<file path="config.mk">
export PLATFORM = sky130hd
export DESIGN_NAME = mips_multicycle_ctrl
export DESIGN_NICKNAME = d
export VERILOG_FILES = /design/src/rtl/mips_multicycle_ctrl.sv
export SDC_FILE = /design/constraint.sdc
export NUM_CORES = 1
export LEC_CHECK = 0
export CORE_MARGIN = 1.5
export CORE_UTILIZATION = 25
export CTS_CLUSTER_SIZE = 30
export DETAILED_ROUTE_END_ITERATION = 7
export SLEW_MARGIN = 20
export SYNTH_ARGS = -nofsm -noshare
export SYNTH_HDL_FRONTEND = slang
export SYNTH_SLANG_ARGS = --single-unit
</file>
<file path="constraint.sdc">
create_clock -name clk -period 3.05 [get_ports clk]
set_clock_uncertainty 0.2 [all_clocks]
set_input_delay 0.61 -clock clk [delete_from_list [all_inputs] [get_ports clk]]
set_output_delay 0.61 -clock clk [all_outputs]
set_load 0.01 [all_outputs]
</file>
<file path="src/rtl/mips_multicycle_ctrl.sv">
// Multicycle main control FSM for the MIPS CPU.
// Moore outputs decoded from the state register; pc_en in BEQ follows zero.
// Counts instructions that complete back into FETCH.
module mips_multicycle_ctrl (
    input  logic        clk,
    input  logic        rst,
    input  logic [5:0]  opcode,
    input  logic [5:0]  funct,
    input  logic        zero,
    output logic        iord,
    output logic        mem_read,
    output logic        mem_write,
    output logic        ir_write,
    output logic        reg_dst,
    output logic        mem_to_reg,
    output logic        reg_write,
    output logic        alu_src_a,
    output logic [1:0]  alu_src_b,
    output logic [1:0]  alu_sel,
    output logic [1:0]  pc_src,
    output logic        pc_en,
    output logic        illegal,
    output logic [3:0]  state,
    output logic [31:0] retired
);

    typedef enum logic [3:0] {
        StFetch   = 4'd0,
        StDecode  = 4'd1,
        StMemAdr  = 4'd2,
        StMemRd   = 4'd3,
        StMemWb   = 4'd4,
        StMemWr   = 4'd5,
        StRtypeEx = 4'd6,
        StRtypeWb = 4'd7,
        StBeq     = 4'd8,
        StAddiEx  = 4'd9,
        StAddiWb  = 4'd10,
        StJump    = 4'd11
    } state_t;

    localparam logic [5:0] OpRtype = 6'h00;
    localparam logic [5:0] OpLw    = 6'h23;
    localparam logic [5:0] OpSw    = 6'h2b;
    localparam logic [5:0] OpBeq   = 6'h04;
    localparam logic [5:0] OpAddi  = 6'h08;
    localparam logic [5:0] OpJ     = 6'h02;

    state_t      state_q;
    logic [31:0] retired_q;
    logic        funct_ok;
    logic        instr_ok;

    // Instruction legality decode; opcode/funct are stable from DECODE onward
    always_comb begin
        funct_ok = (funct == 6'h20) || (funct == 6'h22) ||
                   (funct == 6'h24) || (funct == 6'h25);
        instr_ok = ((opcode == OpRtype) && funct_ok) || (opcode == OpLw) ||
                   (opcode == OpSw) || (opcode == OpBeq) || (opcode == OpAddi) ||
                   (opcode == OpJ);
    end

    // State sequencing and retired-instruction counter
    always_ff @(posedge clk or posedge rst) begin
        if (rst) begin
            state_q   <= StFetch;
            retired_q <= 32'd0;
        end else begin
            case (state_q)
                StFetch: state_q <= StDecode;
                StDecode: begin
                    if (!instr_ok) begin
                        state_q <= StFetch;
                    end else begin
                        case (opcode)
                            OpLw, OpSw: state_q <= StMemAdr;
                            OpRtype:    state_q <= StRtypeEx;
                            OpBeq:      state_q <= StBeq;
                            OpAddi:     state_q <= StAddiEx;
                            OpJ:        state_q <= StJump;
                            default:    state_q <= StFetch;
                        endcase
                    end
                end
                StMemAdr:  state_q <= (opcode == OpSw) ? StMemWr : StMemRd;
                StMemRd:   state_q <= StMemWb;
                StRtypeEx: state_q <= StRtypeWb;
                StAddiEx:  state_q <= StAddiWb;
                StMemWb, StMemWr, StRtypeWb, StBeq, StAddiWb, StJump: begin
                    state_q   <= StFetch;
                    retired_q <= retired_q + 32'd1;
                end
                // Unused encodings recover to FETCH without retiring anything
                default: state_q <= StFetch;
            endcase
        end
    end

    // Output decode from the registered state; reset holds every strobe low
    always_comb begin
        iord       = 1'b0;
        mem_read   = 1'b0;
        mem_write  = 1'b0;
        ir_write   = 1'b0;
        reg_dst    = 1'b0;
        mem_to_reg = 1'b0;
        reg_write  = 1'b0;
        alu_src_a  = 1'b0;
        alu_src_b  = 2'b00;
        alu_sel    = 2'b00;
        pc_src     = 2'b00;
        pc_en      = 1'b0;
        illegal    = 1'b0;
        if (!rst) begin
            case (state_q)
                StFetch: begin
                    mem_read  = 1'b1;
                    ir_write  = 1'b1;
                    alu_src_b = 2'b01;
                    pc_en     = 1'b1;
                end
                StDecode: begin
                    alu_src_b = 2'b11;
                    illegal   = !instr_ok;
                end
                StMemAdr: begin
                    alu_src_a = 1'b1;
                    alu_src_b = 2'b10;
                end
                StMemRd: begin
                    iord     = 1'b1;
                    mem_read = 1'b1;
                end
                StMemWb: begin
                    mem_to_reg = 1'b1;
                    reg_write  = 1'b1;
                end
                StMemWr: begin
                    iord      = 1'b1;
                    mem_write = 1'b1;
                end
                StRtypeEx: begin
                    alu_src_a = 1'b1;
                    case (funct)
                        6'h22:   alu_sel = 2'b01;
                        6'h24:   alu_sel = 2'b10;
                        6'h25:   alu_sel = 2'b11;
                        default: alu_sel = 2'b00;
                    endcase
                end
                StRtypeWb: begin
                    reg_dst   = 1'b1;
                    reg_write = 1'b1;
                end
                StBeq: begin
                    alu_src_a = 1'b1;
                    alu_sel   = 2'b01;
                    pc_src    = 2'b01;
                    pc_en     = zero;
                end
                StAddiEx: begin
                    alu_src_a = 1'b1;
                    alu_src_b = 2'b10;
                end
                StAddiWb: reg_write = 1'b1;
                StJump: begin
                    pc_src = 2'b10;
                    pc_en  = 1'b1;
                end
                default: ;
            endcase
        end
    end

    assign state   = state_q;
    assign retired = retired_q;

endmodule

</file>
# --- Yosys cells after proc, flatten, opt, wreduce, memory -nomap -nowiden ---
# Index checks and enable logic that the tools add are counted.
# W data, S select, Z words.
op_classes:
  add_sub_neg: 1
  n_reduce_logical: 20
  eq_ne: 20
  muxes: 31
ops:
  columns: ["operator", "n"]
  rows:
  - ["$eq A6 B6 Y1 const B", 6]
  - ["$add A32 B1 Y32 const B", 1]
  - ["$pmux W4 S6", 1]
  - ["$pmux W4 S5", 1]
  - ["$mux W1", 19]
  - ["$eq A4 B3 Y1 const B", 4]
  - ["$eq A4 B4 Y1 const B", 4]
  - ["$pmux W2 S3", 2]
  - ["$reduce_or A2 Y1", 5]
  - ["$eq A4 B2 Y1 const B", 2]
  - ["$logic_or A1 B1 Y1", 8]
  - ["$pmux W2 S2", 2]
  - ["$eq A6 B2 Y1 const B", 1]
  - ["$eq A6 B3 Y1 const B", 1]
  - ["$eq A6 B4 Y1 const B", 1]
  - ["$logic_not A6 Y1", 1]
  - ["$mux W2", 3]
  - ["$reduce_or A6 Y1", 1]
  - ["$eq A4 B1 Y1 const B", 1]
  - ["$logic_not A4 Y1", 1]
  - ["$mux W4", 1]
  - ["$reduce_or A4 Y1", 1]
  - ["$mux W3", 1]
  - ["$reduce_or A3 Y1", 1]
  - ["3 further kinds", 3]
totals:
  out_inout_bits: 52
  word_cells: 74
  in_bits: 15
  ff_bits: 36

# --- Logic depth before layout (Yosys ltp) ---
logic_depth:
  word_depth: 13
  depth_mapped: 6
  ltp_nobuf: 5

# --- Worst setup path before layout ---
# No wires, ideal clock.
synth_timing:
  path_kind: "input to output"
  from: "input rst"
  to: "output illegal"
  arrival_time_ns: 2.239
  path_stages: 4
  required_ns: 2.240
  setup_slack_ns: 0.001
  n_path_buf: 1
  path_cell_list: "clkbuf_1 -> inv_1 -> nand3_1 -> nor3_1"
synth_via:
  elab_chain_len: 1
synth_lines:
  columns: ["element", "line_no", "text"]
  rows:
  - ["start, declared", "6", "input logic rst,"]
  - ["$mux W1", "114", "if (!rst) begin"]
  - ["end, declared", "22", "output logic illegal,"]
# Every way passes these cells.

# --- Worst setup path in the final report ---
layout_timing:
  from: "input funct[5]"
  to: "output alu_sel[1]"
layout_via:
  elab_chain_len: 4
  elab_cells_between_ends: 6
  classes_between: "3 x eq/ne; 3 x mux"
layout_lines:
  columns: ["element", "line_no", "text"]
  rows:
  - ["start, declared", "8", "input logic [5:0] funct,"]
  - ["$eq A6 B6 Y1", "144", "case (funct)"]
  - ["$pmux W2 S3 *", "144", null]
  - ["$pmux W2 S2 *", "115", "case (state_q)"]
  - ["$mux W2 *", "114", null]
  - ["end, declared", "19", "output logic [1:0] alu_sel,"]
# Every way passes the cells marked *; elsewhere a longest branch is shown, timed or not.

==> summary.txt <==
CTS
  • Clk sinks: 36
  • Post-CTS setup buffers: 0
  • CTS Hold Bufs: 0
  • Num CTS Buffers: 5
  • H-tree depth: 2
  • Post_cts resized: 2
  • Clk root buf: clkbuf_8
  • CTS tree: built
  • Maximum buffer depth of the clock tree: 2
  • CTS clk-pin slew, worst paths: 0.07 ns
  • Clock Latency Late Sink: 0.29 ns

Timing
  • Period minus WS final: 2.97 ns
  • Maximum clock frequency: 337 MHz
  • Worst hold slack: 0.274 ns
  • Count of pins over their slew limit: 0
  • Final period util: 97.4%
  • Final setup viols: 0
  • Final worst slack: 0.0798 ns
  • Final hold vios: 0
  • Least-Margin Pin Slew: 0.512 ns
  • Max-Slew Margin vs Limit: 65.8%
  • Setup repair after global routing missed its margin: no

Placement
  • PortBufs: 66
  • Placement Setup Slack: -0.131 ns
  • Placed cell areas: 2930 um^2
  • Detail Placement HPWL: 3760 um
  • GPL Wtd Cong: 0.761

Routing
  • Initial DRC Count: 42
  • Drt first pass iters: 4
  • Via count: 1836
  • Routed len/inst: 12.2 um
  • Final wirelength: 4930 um
  • Antenna Violating Nets Remaining: 0
  • Via density: 4.56
  • Residual DRC: 0

Die
  • Core ar.: 8130 um^2
  • Io pins: 67
  • Die H: 94.2 um
  • Starting Density: 25.5%
  • Die ar.: 8860 um^2
  • Die X: 94.2 um
  • Row cnt: 33

Critical path
  • Crit-path cells: clkdlybuf4s50_1, nor3b_2, nand3_1, nor3b_1, clkdlybuf4s50_1
  • Largest delay contributor family on the critical path: buffers and inverters
  • Setup crit start: funct[5]
  • Setup crit start kind: input pin
  • Max stage delay on crit path: 0.56 ns
  • CP Max Fanout: 2
  • Worst r2r src: state[0]
  • Crit. End Element: output port
  • Buf+Inv Stages, Crit Path: 2
  • Crit path DAT: 2.16 ns
  • Max stage delay cell, worst path: clkdlybuf4s50_1
  • CP dominant cell by count: clkdlybuf4s50_1
  • Setup CP Type: in -> out
  • Critical path required time: 2.24 ns

Global routing
  • Initial antenna violation count: 0
  • Largest net degree at the start of global routing: 37
  • Number of global-route vias before repair: 1765
  • GRT overflow: 0
  • Global-route wire length before repair: 8360 um
  • Overall global routing resource usage: 11.8%

Synthesis
  • Cells after Synth: 219
  • Post-synthesis compound-gate area fraction: 6.63%
  • Simple-gate portion of the synthesized area: 30.7%
  • Main combinational cell family by area after synthesis: simple AND/OR/NAND/NOR gates
  • Synthesized area: 2080 um^2
  • Synth Area in Adders: 0.602%
  • Net Count, Synth: 235
  • #FFs+latches synth: 36
  • Post-Synth XOR/XNOR Area: 14.3%
  • Avg Cell Area, Syn: 9.48 um^2
  • Synth Warn #: 0
  • Mux cell area share after synthesis: 1.02%
  • Sequential area share after synthesis: 43.4%
  • Netlist cell types: 42

Pwr
  • Worst IR drop on VDD: 157 uV
  • Power Density: 477 nW/um^2
  • Pleak: 0.00132 uW
  • Final Power: 1450 uW

Final layout
  • Final Cell Area: 3040 um^2
  • Multi-input logic area: 1120 um^2
  • Final core occ: 37.3%
  • Fill cells: 837
  • Area Overhead vs Synth: 46.2%
  • Total Nets Final: 314
  • Antenna diode count: 0
  • Register area: 902 um^2
  • Fraction of layout cells with a size suffix above 1: 11.7%

Worst hold path
  • Worst Hold Class: reg -> reg
  • Hold Crit Start: retired[31]

Outcome
  • Status: finished, final reports clean

Flow run
  • Max Cap Viol: 0
[worst register-to-register path, stage by stage, from the launching register on]
cell	delay [ns]
dfrtp_1	0.38
buf_4	0.18
nor2b_1	0.19
o22ai_4	0.35
nand4_4	0.22
nor4_4	0.31
xor2_1	0.17
[registers in the layout, summed over array words and instances, names as in the netlist]
name and count:
retired 32, state 4
[through the flow]
step           TNS (ns)  std cells
2_1_floorplan         0        219
3_3_place_gp    -0.0861        396
3_5_place_dp     -0.158        396
4_1_cts               0        403
5_1_grt               0        403
6_report              0        403
[routing by layer]
layer  up-vias  share of wire [%]  GRT usage, %
met3         6                4.9          2.83
met5         -                  0             0
met1       864                 46          15.3
li1        924                  -             -
met2        42                 48          19.3
met4         0                1.2          3.73
[where the power goes]
| part | internal [uW] | switching (uW) | total (uW) |
|---|---|---|---|
| sequential | 517 | 68.4 | 586 |
| combinational | 248 | 245 | 494 |
| clock | 201 | 168 | 370 |
[area by class of cell]
type | instances | area share, %
sequential | 36 | 29.7
inverter | 8 | 0.989
timing repair buffer | 79 | 25.0
clock buffer | 7 | 3.17
tap | 105 | 4.33
multi-input combinational | 168 | 36.8
[cell usage in the layout (no fill, tap or decap), types with 3 or more instances in the layout]
cell and count:
nand2_1 25, buf_4 13, clkbuf_8 7, dfrtp_1 35
nand4_2 3, nand4_1 10, xor2_1 23, nor4_1 6
inv_1 8, nand3_1 13, a21oi_1 3, clkdlybuf4s50_1 64
xnor2_1 11, nor2_1 24, a211oi_1 3, nor3_1 15
[cell usage after synthesis (all sizes together)]
library cell   n  area [um^2]
and3           2         12.5
a221oi         1         8.76
nand2         26          105
o22ai          1         20.0
o21bai         1         7.51
nor2b          2         12.5
o31ai          2         15.0
dfrtp         36          901
mux2           1         11.3
nand2b         2         20.0
nand4         14          121
and2           1         6.26
ha             1         12.5
a21oi          3         15.0
nand3b         1         7.51
o32a           1         10.0
xor2          23          201
inv            8         30.0
clkbuf         4         16.3
a211o          1         8.76
nor4           8         80.1
nand3         13         65.1
xnor2         11         96.3
o21ai          2         10.0
o211ai         1         7.51
nor3          17         90.1
mux2i          1         10.0
a31oi          2         12.5
buf            3         22.5
nor2          24         90.1
nor3b          3         27.5
a211oi         3         22.5
[worst paths after layout]
path                                to  slack (ns)  depth (start not counted)
max reg2reg                retired[26]        0.97                          6
max                         alu_sel[1]        0.08                          5
min in group asynchronous     state[3]        0.43                          3
min reg2reg                retired[31]        0.27                          1
max in group asynchronous     state[2]        1.88                          3
min                        retired[31]        0.27                          1
[cells by family after synthesis]
group,Yosys count
xor+xnor,34
compound gates,18
mux,2
flops,36
simple gates,113
fa+ha+maj,1
buf+inv,15
(Power assumes the default switching activity.)
